==> src/rtl/fir_mac_sequencer_if.sv <==
// fir_mac_sequencer_if: sample stream, result stream and coefficient port of fir_mac_sequencer.
interface fir_mac_sequencer_if #(parameter int DW = 18);
   logic          i_valid;
   logic          i_ready;
   logic [DW-1:0] i_in;
   logic          o_valid;
   logic          o_ready;
   logic [DW-1:0] o_out;
   logic          cfg_we;
   logic [2:0]    cfg_addr;
   logic [DW-1:0] cfg_data;
   logic          cfg_err;
   logic          busy;
   modport master (
      output i_valid, i_in, o_ready, cfg_we, cfg_addr, cfg_data,
      input  i_ready, o_valid, o_out, cfg_err, busy
   );
   modport slave (
      input  i_valid, i_in, o_ready, cfg_we, cfg_addr, cfg_data,
      output i_ready, o_valid, o_out, cfg_err, busy
   );
endinterface

==> src/rtl/fir_mac_sequencer.sv <==
// fir_mac_sequencer: 16-tap symmetric FIR sharing one multiplier over 8 MAC cycles per sample.
module fir_mac_sequencer #(
   parameter int DW   = 18,
   parameter int NTAP = 16
) (
   input  logic               clk,
   input  logic               reset,
   input  logic               clk_ena,
   fir_mac_sequencer_if.slave bus
);
   typedef enum logic [1:0] {IDLE, LOAD, MAC, DONE} state_t;
   localparam int C_INIT [8] = '{88, 0, -97, -197, -294, -380, -447, -490};
   state_t        r_state;
   logic [DW-1:0] r_dl [NTAP];
   logic [DW-1:0] r_coef [NTAP/2];
   logic [DW-1:0] r_sample;
   logic [DW-1:0] r_acc;
   logic [DW-1:0] r_out;
   logic [3:0]    r_wr_ptr;
   logic [2:0]    r_k;
   logic          r_valid;
   logic          r_err;
   logic          r_busy;
   logic [3:0]    w_ia;
   logic [3:0]    w_ib;
   logic [DW-1:0] w_sum;
   logic [DW-1:0] w_acc_next;
   // r_wr_ptr already points past the newest sample, so newest-15+k lands on r_wr_ptr+k
   assign w_ia       = r_wr_ptr - 4'd1 - {1'b0, r_k};
   assign w_ib       = r_wr_ptr + {1'b0, r_k};
   assign w_sum      = r_dl[w_ia] + r_dl[w_ib];
   assign w_acc_next = r_acc + DW'(w_sum * r_coef[r_k]);
   assign bus.i_ready = clk_ena && r_state == IDLE;
   assign bus.o_valid = r_valid;
   assign bus.o_out   = r_out;
   assign bus.cfg_err = r_err;
   assign bus.busy    = r_busy;
   always_ff @(posedge clk or posedge reset) begin
      if (reset) begin
         r_state  <= IDLE;
         r_wr_ptr <= '0;
         r_k      <= '0;
         r_sample <= '0;
         r_acc    <= '0;
         r_out    <= '0;
         r_valid  <= 1'b0;
         r_err    <= 1'b0;
         r_busy   <= 1'b0;
         for (int j = 0; j < NTAP; j++) r_dl[j] <= '0;
         for (int j = 0; j < NTAP/2; j++) r_coef[j] <= DW'(C_INIT[j]);
      end else if (clk_ena) begin
         r_err <= 1'b0;
         if (bus.cfg_we) begin
            if (r_state == IDLE || r_state == DONE) r_coef[bus.cfg_addr] <= bus.cfg_data;
            else r_err <= 1'b1;
         end
         case (r_state)
            IDLE: if (bus.i_valid) begin
               r_sample <= bus.i_in;
               r_busy   <= 1'b1;
               r_state  <= LOAD;
            end
            LOAD: begin
               r_dl[r_wr_ptr] <= r_sample;
               r_wr_ptr       <= r_wr_ptr + 4'd1;
               r_acc          <= '0;
               r_k            <= '0;
               r_state        <= MAC;
            end
            MAC: begin
               r_acc <= w_acc_next;
               r_k   <= r_k + 3'd1;
               if (r_k == 3'd7) begin
                  r_out   <= w_acc_next;
                  r_valid <= 1'b1;
                  r_busy  <= 1'b0;
                  r_state <= DONE;
               end
            end
            DONE: if (bus.o_ready) begin
               r_valid <= 1'b0;
               r_state <= IDLE;
            end
            default: r_state <= IDLE;
         endcase
      end
   end
endmodule

==> src/flat_wrapper.sv <==
// flat-port wrapper written by rule: the top's interface ports become plain ports
module fir_mac_sequencer_flat 
#(
   parameter int DW   = 18,
   parameter int NTAP = 16
)
  (clk, reset, clk_ena, bus_i_valid, bus_i_in, bus_o_ready, bus_cfg_we, bus_cfg_addr, bus_cfg_data, bus_i_ready, bus_o_valid, bus_o_out, bus_cfg_err, bus_busy);
  fir_mac_sequencer_if #(.DW(DW)) bus_i ();
  input  logic clk;
  input  logic reset;
  input  logic clk_ena;
  input wire logic [$bits(bus_i.i_valid)-1:0] bus_i_valid;
  input wire logic [$bits(bus_i.i_in)-1:0] bus_i_in;
  input wire logic [$bits(bus_i.o_ready)-1:0] bus_o_ready;
  input wire logic [$bits(bus_i.cfg_we)-1:0] bus_cfg_we;
  input wire logic [$bits(bus_i.cfg_addr)-1:0] bus_cfg_addr;
  input wire logic [$bits(bus_i.cfg_data)-1:0] bus_cfg_data;
  output wire logic [$bits(bus_i.i_ready)-1:0] bus_i_ready;
  output wire logic [$bits(bus_i.o_valid)-1:0] bus_o_valid;
  output wire logic [$bits(bus_i.o_out)-1:0] bus_o_out;
  output wire logic [$bits(bus_i.cfg_err)-1:0] bus_cfg_err;
  output wire logic [$bits(bus_i.busy)-1:0] bus_busy;
  assign bus_i.i_valid = bus_i_valid;
  assign bus_i.i_in = bus_i_in;
  assign bus_i.o_ready = bus_o_ready;
  assign bus_i.cfg_we = bus_cfg_we;
  assign bus_i.cfg_addr = bus_cfg_addr;
  assign bus_i.cfg_data = bus_cfg_data;
  assign bus_i_ready = bus_i.i_ready;
  assign bus_o_valid = bus_i.o_valid;
  assign bus_o_out = bus_i.o_out;
  assign bus_cfg_err = bus_i.cfg_err;
  assign bus_busy = bus_i.busy;
  fir_mac_sequencer #(.DW(DW), .NTAP(NTAP)) u_core (.clk(clk), .reset(reset), .clk_ena(clk_ena), .bus(bus_i));
endmodule
==> config.mk <==
export PLATFORM = sky130hd
export DESIGN_NAME = fir_mac_sequencer_flat
export DESIGN_NICKNAME = d
export VERILOG_FILES = /design/src/rtl/fir_mac_sequencer_if.sv /design/src/rtl/fir_mac_sequencer.sv /design/src/flat_wrapper.sv
export SDC_FILE = /design/constraint.sdc
export NUM_CORES = 1
export LEC_CHECK = 0
export ABC_AREA = 1
export CAP_MARGIN = 25
export CORE_ASPECT_RATIO = 1.75
export CORE_UTILIZATION = 55
export DETAILED_ROUTE_END_ITERATION = 7
export HOLD_SLACK_MARGIN = 0.05
export PLACE_DENSITY = 0.74
export SLEW_MARGIN = 5
export SYNTH_ARGS = -nofsm -noshare
export SYNTH_HDL_FRONTEND = slang
export SYNTH_SLANG_ARGS = --single-unit
==> constraint.sdc <==
create_clock -name clk -period 30.3 [get_ports clk]
set_clock_uncertainty 0.2 [all_clocks]
set_input_delay 4.545 -clock clk [delete_from_list [all_inputs] [get_ports clk]]
set_output_delay 4.545 -clock clk [all_outputs]
set_load 0.03 [all_outputs]
# Yosys cells after proc, flatten, opt, wreduce, memory -nomap -nowiden
# Cells that the tools add are included.
[totals]
in_bits = 45
regBits = 498
output_inout_bits = 22
[op_classes]
eq_ne = 7
addsub = 7
multipliers = 1
reduce_logical = 16
bitwise_logic = 5
order_cmp = 7
n_mux = 29
[ops]
columns = ["cell", "n"]
rows = [
  ["$bwmux W288", 1],
  ["$bmux W18 S4", 2],
  ["$bwmux W144", 1],
  ["$mux W18", 8],
  ["$demux W18 S4", 1],
  ["$bmux W18 S3", 1],
  ["$demux W18 S3", 1],
  ["$add A18 B18 Y18", 2],
  ["$pmux W18 S2", 1],
  ["$mul A18 B18 Y18", 1],
  ["$ge A5 B5 Y1 const B", 3],
  ["$not A4 Y5", 3],
  ["$reduce_and A4 Y1", 3],
  ["$reduce_and A3 Y1", 3],
  ["$ge A4 B4 Y1 const B", 2],
  ["$not A3 Y4", 2],
  ["$pmux W2 S4", 1],
  ["$mux W1", 6],
  ["$mux W2", 3],
  ["$pmux W3 S2", 1],
  ["$reduce_bool A2 Y1", 3],
  ["$lt A5 B1 Y1 const B", 1],
  ["$add A4 B1 Y4 const B", 1],
  ["$add A4 B3 Y4", 1],
  ["14 further kinds", 20],
]

# Logic depth before layout (Yosys ltp)
# Gate-level depths: netlist of the first run.
[depth]
ltp_word = 10
depth_mapped = 58

# Worst setup path before layout of the first run
# OpenSTA, ideal clock, no wires.
[synth_path]
kind = "input-to-output"
startpoint = "input port clk_ena"
endpoint = "output port bus_i_ready"
arrival_time_ns = 4.804
path_slack_ns = 20.751
stages = 2
required_ns = 25.555
path_buffers = 0
path_cell_list = "nand2_1 -> inv_1"
[synth_via]
elab_chain_cells = 1
[synth_rtl]
columns = ["element", "line", "rtl"]
rows = [
  ["start, declared", "flat_wrapper.sv:11", "input logic clk_ena;"],
  ["$logic_and A1 B1 Y1", "fir_mac_sequencer.sv:33", "assign bus.i_ready = clk_ena && r_state == IDLE;"],
  ["end, declared", "flat_wrapper.sv:18", "output wire logic [$bits(bus_i.i_ready)-1:0] bus_i_ready;"],
]
# Every way passes these cells.

# Worst setup path after layout of the first run
[layout_path]
startpoint = "register u_core.r_k[0]"
endpoint = "register u_core.r_acc[17]"
[layout_via]
elab_chain_cells = 9
elab_cells_between_ends = 18
[layout_rtl]
columns = ["element", "line", "rtl"]
rows = [
  ["start, declared", "fir_mac_sequencer.sv:20", "logic [2:0] r_k;"],
  ["start signal, assigned", "fir_mac_sequencer.sv:72", "r_k <= r_k + 3'd1;"],
  ["$sub A4 B3 Y4 or $add A4 B3 Y4 (tied branches)", "fir_mac_sequencer.sv:29, fir_mac_sequencer.sv:30", ""],
  ["$not A4 Y5 (not written as such)", "fir_mac_sequencer.sv:31", "assign w_sum = r_dl[w_ia] + r_dl[w_ib];"],
  ["$bmux W18 S4", "fir_mac_sequencer.sv:31", ""],
  ["$mux W18 (not written as such) (2 in series)", "fir_mac_sequencer.sv:31", ""],
  ["$add A18 B18 Y18", "fir_mac_sequencer.sv:31", ""],
  ["$mul A18 B18 Y18 (*)", "fir_mac_sequencer.sv:32", "assign w_acc_next = r_acc + DW'(w_sum * r_coef[r_k]);"],
  ["$add A18 B18 Y18 (*)", "fir_mac_sequencer.sv:32", ""],
  ["$pmux W18 S2 (*)", "fir_mac_sequencer.sv:57", "case (r_state)"],
  ["end signal, assigned", "fir_mac_sequencer.sv:71", "r_acc <= w_acc_next;"],
  ["end, declared", "fir_mac_sequencer.sv:17", "logic [DW-1:0] r_acc;"],
]
# Every way passes the cells marked *; elsewhere a longest branch is shown, timed or not. The select of a mux whose other input is x is not followed.
# A chain may end at the register's enable or synchronous reset.

==> results of run 1 <==
metrics by stage:
stage               hold slack [ps]  cells  utilization [%]  setup WS [ps]
floorplan                       248   4308                -          11790
global placement                262   4943             57.6          19080
detailed placement              268   4943             57.6          19000
CTS                             284   5029             60.5          18960
global route                    288   5032             60.6          18090
finish                          281   5032             60.6          18760
registers in the layout, indices dropped and copies added (netlist names):
signal	cells
u_core.bus.busy	1
u_core.bus.cfg_err	1
u_core.bus.o_out	18
u_core.bus.o_valid	1
u_core.r_acc	18
u_core.r_coef	144
u_core.r_dl	288
u_core.r_k	3
u_core.r_sample	18
u_core.r_state	2
u_core.r_wr_ptr	4
cells in the final DEF, fill, tap and decap left out, drive strengths merged, types with 14 or more instances in the layout:
| cell type | Yosys | final |
|---|---|---|
| a21oi | 334 | 334 |
| buf | 54 | 55 |
| clkbuf | 196 | 65 |
| clkdlybuf4s50 | 0 | 66 |
| clkinv | 1 | 14 |
| dfrtp | 416 | 416 |
| dfstp | 82 | 82 |
| fa | 126 | 126 |
| ha | 95 | 95 |
| inv | 532 | 533 |
| nand2 | 1085 | 1085 |
| nand3 | 179 | 179 |
| nand4 | 16 | 16 |
| nor2 | 351 | 351 |
| o21ai | 757 | 757 |
| xor2 | 14 | 14 |
worst reg2reg max path: cells and delay by family, from the launching register on:
family	cells	cell delay (ps)
flops	1	420
buf+inv	12	3310
compound gates	8	1560
simple gates	15	1450
fa+ha+maj	9	4520
layout make-up:
cell class	instances	area, um2
inverters	533	2020
fillers	5283	22600
well taps	767	960
repair buffers	121	1130
clock inverters	21	318
flip-flops and latches	498	12600
clock buffers	65	1360
multi-input cells	3027	16400
path summary, 6_finish.rpt:
path	start	to	slack, ps	depth (start not counted)
max	u_core.r_k[0]	u_core.r_acc[17]	18760	44
min	u_core.r_coef[109]	u_core.r_coef[109]	280	2
max reg2reg	u_core.r_k[0]	u_core.r_acc[17]	18760	44
min reg2reg	u_core.r_coef[109]	u_core.r_coef[109]	280	2
max in group asynchronous	reset	u_core.r_k[0]	22700	5
min in group asynchronous	reset	u_core.r_dl[222]	4290	2
logic make-up after synthesis:
logic type | Yosys count | share of synthesized area (%)
xor gates and xnor gates | 23 | 0.699
and+or+nand+nor | 1653 | 20.7
buffers and inverters | 783 | 9.72
muxes | 1 | 0.0703
DFF | 498 | 39.2
AOI/OAI and AO/OA | 1129 | 18.0
adders and majority gates | 221 | 11.6
metal layers:
metal / wire (um) / part of all wire, % / up-vias / global-route usage, %
met5: 0 / 0 / - / 0
met4: 5210 / 5.7 / 0 / 18.4
met3: 5490 / 6.0 / 272 / 4.37
met2: 45000 / 49 / 1003 / 54.1
met1: 36200 / 39 / 13443 / 39.1
li1: - / - / 13579 / -
==> flow_summary.toml, run 1 <==
[floorplan]
die_x_um = 184
num_rows = 116
io_pins = 67
core_um2 = 57300
die_h_um = 321
start_util_pct = 55.9
dieArea_um2 = 59300

[final_layout]
design_area_um2 = 34800
nNetsFinal = 4494
antenna_cells = 0
drive_gt1_share_pct = 6.40
area_growth_syn_to_layout_pct = 8.48

[worst_setup_path]
cpPeakStageDelay_ps = 790
endpoint_kind = "register"
start_kind = "register"
path_class = "reg -> reg"
arrival_ps = 11840
critPathBufInv = 12
crit_top_cell = "nand2_1"
cp_slowest_cell = "buf_4"
crit_fanout = 133
worstPathRequired_ps = 30600
crit_family = "adder cells"

[placement]
hpwl_um = 57800
portBuffers = 66
gp_congestion = 0.977
placed_cell_area_um2 = 33000

[synth]
ys_ff_latch = 498
syn_inst = 4308
ys_seq_area_share_pct = 39.2
synth.area.top_cells = "dfrtp_1 (32%), nand2_1 (12%), o21ai_0 (12%), fa_1 (7.9%), dfstp_2 (6.7%)"
yosysTopAreaCellShare_pct = 32.5
syn_area_um2 = 32000
yosysUniqueCellTypes = 49
yosys-top-cells-count = "nand2_1 (1066), o21ai_0 (749), inv_1 (520), dfrtp_1 (416), nor2_1 (347)"
synth-edff-count = 0
yosysMostFrequentCell = "nand2_1"
synth_top_area_cell = "dfrtp_1"
async_flop_share_pct = 100
postSynthNetCount = 4574
synth_warnings = 0
synth_flop_cell = "dfrtp_1"
synth_area_per_cell_um2 = 7.44

[timing]
worst_pin_slew_ps = 1020
setup_viol = 0
rsz0062_at_grt = "no"
hold_viol_final = 0
fmax_mhz = 86.7
finalCriticalPeriod_ps = 11540
relSlewSlack_pct = 31.7
drv_slew = 0
setup_tns_ps = 0
fin_crit_sh_pct = 38.1

[grt]
grt_usage_pct = 32.1
grt_pass1_vias = 27231
antenna_found_initial = 0
grt_max_degree = 134
grt-ovfl-total = 0
grt_first_pass_wirelength_um = 147000

[hold_path]
hp-class = "reg -> reg"

[clock_network]
h-tree-depth = 2
insertion_delay_ps = 630
clkSinkCount = 498
clk_pin_slew_ps = 70
clockBufferDepth = 3
cts-root-buf = "clkbuf_16"
cts_tree = "built"
cts-resized-gates = 0
hold_buffers = 0
cts_setup_buffers = 0
cts_made_buffers = 47

[run]
maxCapViolCount = 0

[drt]
dr.pass1.iters = 6
avgViaCountPerCell = 5.62
wl_um = 91900
postRouteAntennaNets = 0
drc = 0
post_drt_wl_per_cell_um = 18.3
vias = 28297
dr.first_iter.drc_count = 2538

[run_status]
outcome = "complete, no violations"
Power of run 1 is left out: the tool's default activity adds up to more than one toggle a clock period on the data nets, which glitch-free logic cannot reach.
==> run 2: changes to the inputs <==
==> constraint.sdc (replaced) <==
create_clock -name clk -period 10.82 [get_ports clk]
set_clock_uncertainty 0.2 [all_clocks]
set_input_delay 1.623 -clock clk [delete_from_list [all_inputs] [get_ports clk]]
set_output_delay 1.623 -clock clk [all_outputs]
set_load 0.03 [all_outputs]
==> run 2 against run 1 <==
Compared with the run above:
- global-route usage rose by 0.39 points
- sequential share of layout area fell by 0.099 points
- flip-flop and latch count unchanged
- die area unchanged
- hold slack got worse by 1.8 ps
- critical endpoint is now u_core.bus.o_out[17]
==> flow_summary.toml, run 2 (synthesis results as in run 1) <==
[run_status]
outcome = "complete, no violations"

[final_layout]
regMostFlops = "u_core.r_dl"
area_growth_syn_to_layout_pct = 8.78
drive_gt1_share_pct = 6.75
antenna_cells = 0
layout_commonest_cell = "nand2_1"
final_cell_mix = "nand2_1 (1065), o21ai_0 (749), inv_1 (518)"
nNetsFinal = 4508
largest_reg_flops = 288
biggestRegsByFlops = "u_core.r_dl x288, u_core.r_coef x144"

[worst_setup_path]
rr_endpoint = "u_core.bus.o_out[17]"
endpoint_kind = "register"
crit_fanout = 30
path_class = "reg -> reg"
worstPathRequired_ps = 11110
r2r-start = "u_core.r_wr_ptr[0]"
arrival_ps = 10330
cp_slowest_cell = "fa_1"
crit_top_cell = "nand2_1"
r2r_cells = 44
critPathBufInv = 11
cpPeakStageDelay_ps = 700
start_kind = "register"
reg2reg_setup_slack_ps = 780
crit_family = "adder cells"

[clock_network]
cts-resized-gates = 0
clkSinkCount = 498
clk_pin_slew_ps = 60
clockBufferDepth = 3
cts_tree = "built"
insertion_delay_ps = 600
cts_setup_buffers = 0
hold_buffers = 0
h-tree-depth = 2
cts_made_buffers = 49
cts-root-buf = "clkbuf_16"

[drt]
dr.pass1.iters = 5
drc = 0
wirelength_met1_um = 35500
dr.first_iter.drc_count = 2531
wl_met3_um = 6750
postRouteAntennaNets = 0
vias = 28654
wl_um = 92500
post_drt_wl_per_cell_um = 18.3
avgViaCountPerCell = 5.68
met2WireLength_um = 44700
dr.max_layer_used = "met4"

[timing]
relSlewSlack_pct = 36.6
hold_viol_final = 0
fin_crit_sh_pct = 92.8
setup_viol = 0
worst_pin_slew_ps = 950
drv_slew = 0
finalCriticalPeriod_ps = 10040
fmax_mhz = 99.6
setup_tns_ps = 0
rsz0062_at_grt = "no"

[hold_path]
min_to = "u_core.bus.o_out[0]"
hold_path_startpoint = "u_core.bus.o_out[0]"
holdPathStages = 2
hp-class = "reg -> reg"

[grt]
grt_first_pass_wirelength_um = 149000
grt_usage_pct = 32.4
antenna_found_initial = 1
grt-ovfl-total = 0
grt_pass1_vias = 28075
grt_max_degree = 160

[placement]
hpwl_um = 58900
portBuffers = 66
gp_congestion = 0.972

[floorplan]
start_util_pct = 55.9
dieArea_um2 = 59300
die_h_um = 321
io_pins = 67
num_rows = 116
core_um2 = 57300
die_x_um = 184

[run]
maxCapViolCount = 0
## run 2: worst reg2reg max path: cells and delay by family (launching register included)
family | cells | cell delay (ps)
adders and majority gates | 10 | 4770
buffers and inverters | 11 | 1600
and+or+nand+nor | 15 | 1470
AOI/OAI and AO/OA | 8 | 1430
DFF | 1 | 470
## run 2: per-stage QoR
| step | std cells | utilization (%) | hold WS (ps) | cell area [um2] | worst slack [ps] |
|---|---|---|---|---|---|
| 2_1_floorplan | 4308 | - | 248 | 32000 | 1570 |
| 3_3_place_gp | 4955 | 57.8 | 261 | 33100 | 1120 |
| 3_5_place_dp | 4955 | 57.8 | 269 | 33100 | 1020 |
| 4_1_cts | 5044 | 60.7 | 284 | 34800 | 966 |
| 5_1_grt | 5047 | 60.8 | 299 | 34800 | 150 |
| 6_report | 5047 | 60.8 | 279 | 34800 | 783 |
## run 2: final cells by class
cell class | instances | area (um2)
fillers | 5239 | 22500
multi-input cells | 3027 | 16400
flip-flops and latches | 498 | 12600
inverters | 533 | 2010
clock buffers | 67 | 1410
repair buffers | 133 | 1280
well taps | 767 | 960
clock inverters | 22 | 213
## run 2: layer usage
metal | GRT usage [%] | up-vias
li1 | - | 13620
met1 | 39.0 | 13582
met2 | 54.7 | 1131
met3 | 5.00 | 321
met4 | 19.2 | 0
met5 | 0 | -
## run 2: worst max path at each step
stage	startpoint	endpoint	slack, ps	cells past startpoint
global route	u_core.r_wr_ptr[0]	u_core.bus.o_out[17]	150	42
CTS	u_core.r_wr_ptr[0]	u_core.bus.o_out[17]	970	44
finish	u_core.r_wr_ptr[0]	u_core.bus.o_out[17]	780	44
detailed placement	u_core.r_wr_ptr[0]	u_core.bus.o_out[17]	1020	44
floorplan	u_core.r_k[0]	u_core.r_acc[16]	1570	52
global placement	u_core.r_wr_ptr[0]	u_core.r_acc[17]	1120	42
Power of run 2 is left out for the same reason.
